==> src/rtl/queue_tx.sv <==
`default_nettype none
// =============================================================================
// queue_tx : drains a word queue onto a serial line (start, QW data LSB first, stop)
// Rev 1.0
// =============================================================================
module queue_tx #(
    parameter int QW      = 4,
    parameter int BIT_CYC = 16
) (
    input  logic          clk100,
    input  logic          rst_n,
    input  logic          en,
    input  logic          q_empty,
    input  logic [QW-1:0] q_data,
    output logic          q_pop,
    output logic          tx,
    output logic          busy,
    output logic          done,
    output logic [7:0]    sent_cnt
);

    localparam int c_bw = $clog2(QW + 1);
    localparam logic [7:0]      c_cyc_last = 8'(BIT_CYC - 1);
    localparam logic [c_bw-1:0] c_bit_last = c_bw'(QW - 1);

    typedef enum logic [1:0] {
        S_IDLE  = 2'd0,
        S_START = 2'd1,
        S_DATA  = 2'd2,
        S_STOP  = 2'd3
    } state_t;

    state_t          r_state;
    logic [QW-1:0]   r_shift;
    logic [7:0]      r_cyc;
    logic [c_bw-1:0] r_bit;

    logic            w_cyc_last;
    logic            w_bit_last;
    logic [QW-1:0]   w_shift_nxt;

    assign w_cyc_last  = (r_cyc == c_cyc_last);
    assign w_bit_last  = (r_bit == c_bit_last);
    assign w_shift_nxt = r_shift >> 1;

    // q_data is captured only on the launch edge; the queue may change freely afterwards
    always_ff @(posedge clk100 or negedge rst_n) begin
        if (!rst_n) begin
            r_state  <= S_IDLE;
            r_shift  <= '0;
            r_cyc    <= '0;
            r_bit    <= '0;
            q_pop    <= 1'b0;
            tx       <= 1'b1;
            busy     <= 1'b0;
            done     <= 1'b0;
            sent_cnt <= '0;
        end else begin
            q_pop <= 1'b0;
            done  <= 1'b0;
            case (r_state)
                S_IDLE: begin
                    tx   <= 1'b1;
                    busy <= 1'b0;
                    if (en && !q_empty) begin
                        r_shift <= q_data;
                        q_pop   <= 1'b1;
                        tx      <= 1'b0;
                        busy    <= 1'b1;
                        r_cyc   <= '0;
                        r_bit   <= '0;
                        r_state <= S_START;
                    end
                end
                S_START: begin
                    if (w_cyc_last) begin
                        r_cyc   <= '0;
                        tx      <= r_shift[0];
                        r_state <= S_DATA;
                    end else begin
                        r_cyc <= r_cyc + 8'd1;
                    end
                end
                S_DATA: begin
                    if (w_cyc_last) begin
                        r_cyc <= '0;
                        if (w_bit_last) begin
                            tx      <= 1'b1;
                            r_state <= S_STOP;
                        end else begin
                            r_shift <= w_shift_nxt;
                            tx      <= w_shift_nxt[0];
                            r_bit   <= r_bit + c_bw'(1);
                        end
                    end else begin
                        r_cyc <= r_cyc + 8'd1;
                    end
                end
                S_STOP: begin
                    if (w_cyc_last) begin
                        r_cyc    <= '0;
                        busy     <= 1'b0;
                        done     <= 1'b1;
                        sent_cnt <= sent_cnt + 8'd1;
                        r_state  <= S_IDLE;
                    end else begin
                        r_cyc <= r_cyc + 8'd1;
                    end
                end
                default: r_state <= S_IDLE;
            endcase
        end
    end

endmodule
`default_nettype wire

==> config.mk <==
export PLATFORM = sky130hd
export DESIGN_NAME = queue_tx
export DESIGN_NICKNAME = d
export VERILOG_FILES = /design/src/rtl/queue_tx.sv
export SDC_FILE = /design/constraint.sdc
export NUM_CORES = 1
export LEC_CHECK = 0
export BUFFER_PORTS_ARGS = -buffer_cell sky130_fd_sc_hd__buf_4
export CAP_MARGIN = 10
export CORE_MARGIN = 3
export CORE_UTILIZATION = 55
export CTS_BUF_LIST = sky130_fd_sc_hd__clkbuf_4 sky130_fd_sc_hd__clkbuf_8 sky130_fd_sc_hd__clkbuf_16
export DETAILED_ROUTE_END_ITERATION = 6
export GPL_TIMING_DRIVEN = 0
export PLACE_DENSITY = 0.77
export SETUP_SLACK_MARGIN = 0.5
export SYNTH_ARGS = -nofsm -noshare
export SYNTH_HDL_FRONTEND = slang
export SYNTH_SLANG_ARGS = --single-unit
==> constraint.sdc <==
create_clock -name clk100 -period 5.5 [get_ports clk100]
set_input_delay 0.825 -clock clk100 [delete_from_list [all_inputs] [get_ports clk100]]
set_output_delay 0.825 -clock clk100 [all_outputs]
set_load 0.05 [all_outputs]
==> impl_metrics.json <==
{
  "ys_seq_elements": 29,
  "fmax_mhz": 464,
  "crit_path_cell_trace": "inv_1, ha_1, clkbuf_1, nand2b_1, a2111oi_4, or2b_1, o221a_2",
  "antenna_found_initial": 0,
  "synth_nets": 166,
  "syn_avg_cell_area_um2": 10.3,
  "critPathRequiredTime_ns": 5.77,
  "end_kind": "flop",
  "coreArea_um2": 2540,
  "startpoint_type": "flop",
  "finalCriticalPeriod_ns": 2.16,
  "rows": 18,
  "drt_iter0_drc": 45,
  "cts_setup_buffers": 0,
  "fin_worst_skew_ns": 0.00777,
  "grt_max_degree": 30,
  "cts_max_level": 2,
  "ys_seq_area_share_pct": 47.9,
  "synth_warnings": 0,
  "start_util_pct": 59.6,
  "cp.depth": 7,
  "fillers": 202,
  "die_height_um": 58.5,
  "grt_setup_unrepaired": "no",
  "final_nets": 192,
  "crit_family": "compound AO/OA/AOI/OAI gates",
  "syn_to_final_growth_pct": 17.7,
  "slowest_stage": "a2111oi_4",
  "finalCritPeriodShare_pct": 39.2,
  "grtUsageTotal_pct": 20.5,
  "overflow": 0,
  "dpl.cell_count": 197,
  "synth_edf_count": 0,
  "worst_pin_slew_ns": 0.586,
  "numCtsBuffers": 5,
  "worst-path-max-fanout": 9,
  "grt_pass1_wl_um": 5220,
  "die_w_um": 58.5,
  "endpoint": "r_shift[2]",
  "pwr_density_cell_nw_per_um2": 228,
  "crit_type": "reg2reg",
  "cts-root-buf": "clkbuf_4",
  "die_area_um2": 3430,
  "wl_per_cell_um": 14.3,
  "drive_gt1_share_pct": 19.4,
  "port_buffers": 19,
  "worstPathArrival_ns": 2.42,
  "ctsHoldBuffers": 0,
  "leakage_nw": 0.852,
  "postSynthCellCount": 148,
  "cts_tree": "yes",
  "stdcell_count": 205,
  "hold_viol_final": 0,
  "grt_pass1_vias": 1220,
  "slew_viol_final": 0,
  "status": "finished, final reports clean",
  "cts_buffer_depth": 2,
  "cts_resized": 0,
  "slew_headroom_pct": 60.6,
  "avgViaCountPerCell": 5.77,
  "r2r_start": "r_state[0]",
  "antenna_cells": 0,
  "clk_pin_slew_ns": 0.09,
  "rr_worst_depth": 7,
  "r2r-end": "r_shift[2]",
  "worst-path-buf-inv": 2,
  "finalSetupViolCount": 0,
  "drv_cap": 0,
  "slowest_delay_ns": 0.51,
  "ant_nets": 0,
  "peakVddDrop_mv": 0.250,
  "synth_area_um2": 1520,
  "r2r_setup_slack_ns": 3.34,
  "drt_wl_total_um": 2930,
  "hpwl_um": 2100,
  "ios": 20,
  "drc": 0,
  "critPathLaunch": "r_state[0]",
  "vias": 1182,
  "ys_types": 35,
  "clk_latency_ns": 0.33,
  "dr.pass1.iters": 4,
  "fin_tns_setup_ns": 0,
  "synth-main-ff-cell": "dfrtp_1",
  "place.gp.congestion": 0.870,
  "async_flop_share_pct": 100,
  "min_path_type": "in2async",
  "cts.sinks": 29
}
[layer usage]
metal / part of all wire, % / wire, µm / track usage [%]
met4: 2.2 / 65 / 12.9
met5: 0 / 0 / 0
met2: 49 / 1440 / 33.2
met3: 4.9 / 143 / 6.14
met1: 44 / 1280 / 23.5
[per-stage QoR]
stage | hold WS, ns | setup slack (ns) | power [mW] | utilization, % | area, µm²
after floorplan | 0.457 | 3.52 | 0.218 | - | 1520
after global placement | 0.457 | 3.21 | 0.226 | 66.7 | 1700
after detailed placement | 0.464 | 3.21 | 0.227 | 66.7 | 1700
after CTS | 0.387 | 3.33 | 0.415 | 70.2 | 1790
after global routing | 0.401 | 3.12 | 0.424 | 70.2 | 1790
final | 0.397 | 3.34 | 0.407 | 70.2 | 1790
[state kept, by name (all words and copies together) (netlist names), 2 cells and up]
name	count
r_shift	4
r_cyc	8
r_state	2
sent_cnt	8
r_bit	3
[area by class of cell]
| class | count | area (µm²) | area share (%) |
|---|---|---|---|
| multi-input cells | 108 | 749 | 41.9 |
| flip-flops and latches | 29 | 727 | 40.7 |
| repair buffers | 19 | 143 | 7.98 |
| clock buffers | 7 | 58.8 | 3.29 |
| well taps | 30 | 37.5 | 2.10 |
| clock inverters | 1 | 30.0 | 1.68 |
| inverters | 7 | 26.3 | 1.47 |
| plain buffers | 4 | 15.0 | 0.840 |
[worst min path at each step]
stage	from	to	cells past startpoint
global route	rst_n	done	1
CTS	rst_n	done	1
detailed placement	sent_cnt[7]	sent_cnt[7]	1
finish	rst_n	done	1
global placement	sent_cnt[7]	sent_cnt[7]	1
floorplan	r_bit[0]	r_bit[0]	1
[layout by cell type, fill, tap and decap left out, drive strengths merged, types with 2 or more instances in the layout]
master and instances:
nor2b 2, nand2b 6, o221a 3, clkbuf 11, nand2 14, nor3 3
xor2 3, ha 10, a2111oi 2, o21ai 11, nand3 9, dfrtp 28
xnor2 8, buf 19, a21oi 8, inv 7, nor2 7, a211oi 2
nand4 4, or3 2
[logic make-up after synthesis]
group                    synth area share [%]
multiplexers                            0.660
AND/OR/NAND/NOR                          18.9
XOR/XNOR                                 6.35
AO/OA/AOI/OAI                            15.3
buffers and inverters                    2.72
flip-flops                               47.9
adder cells (fa/ha/maj)                  8.24
[synthesized netlist by cell type (2+ instances only)]
cell / number / area, µm²
a211oi_1: 2 / 15.0
a21oi_1: 8 / 40.0
clkbuf_1: 4 / 15.0
dfrtp_1: 28 / 701
ha_1: 10 / 125
inv_1: 7 / 26.3
nand2_1: 14 / 52.6
nand2b_1: 6 / 37.5
nand3_1: 9 / 45.0
nand4_1: 4 / 25.0
nor2_1: 7 / 26.3
nor2b_1: 2 / 12.5
nor3_1: 3 / 15.0
o21ai_0: 11 / 55.1
o221a_2: 3 / 33.8
or3_1: 2 / 12.5
xnor2_1: 8 / 70.1
xor2_1: 3 / 26.3
[report_power, final]
part,switching [mW],internal (mW)
combinational,0.00550,0.00340
clock,0.0717,0.113
sequential,0,0.213
(Power assumes the default switching activity.)
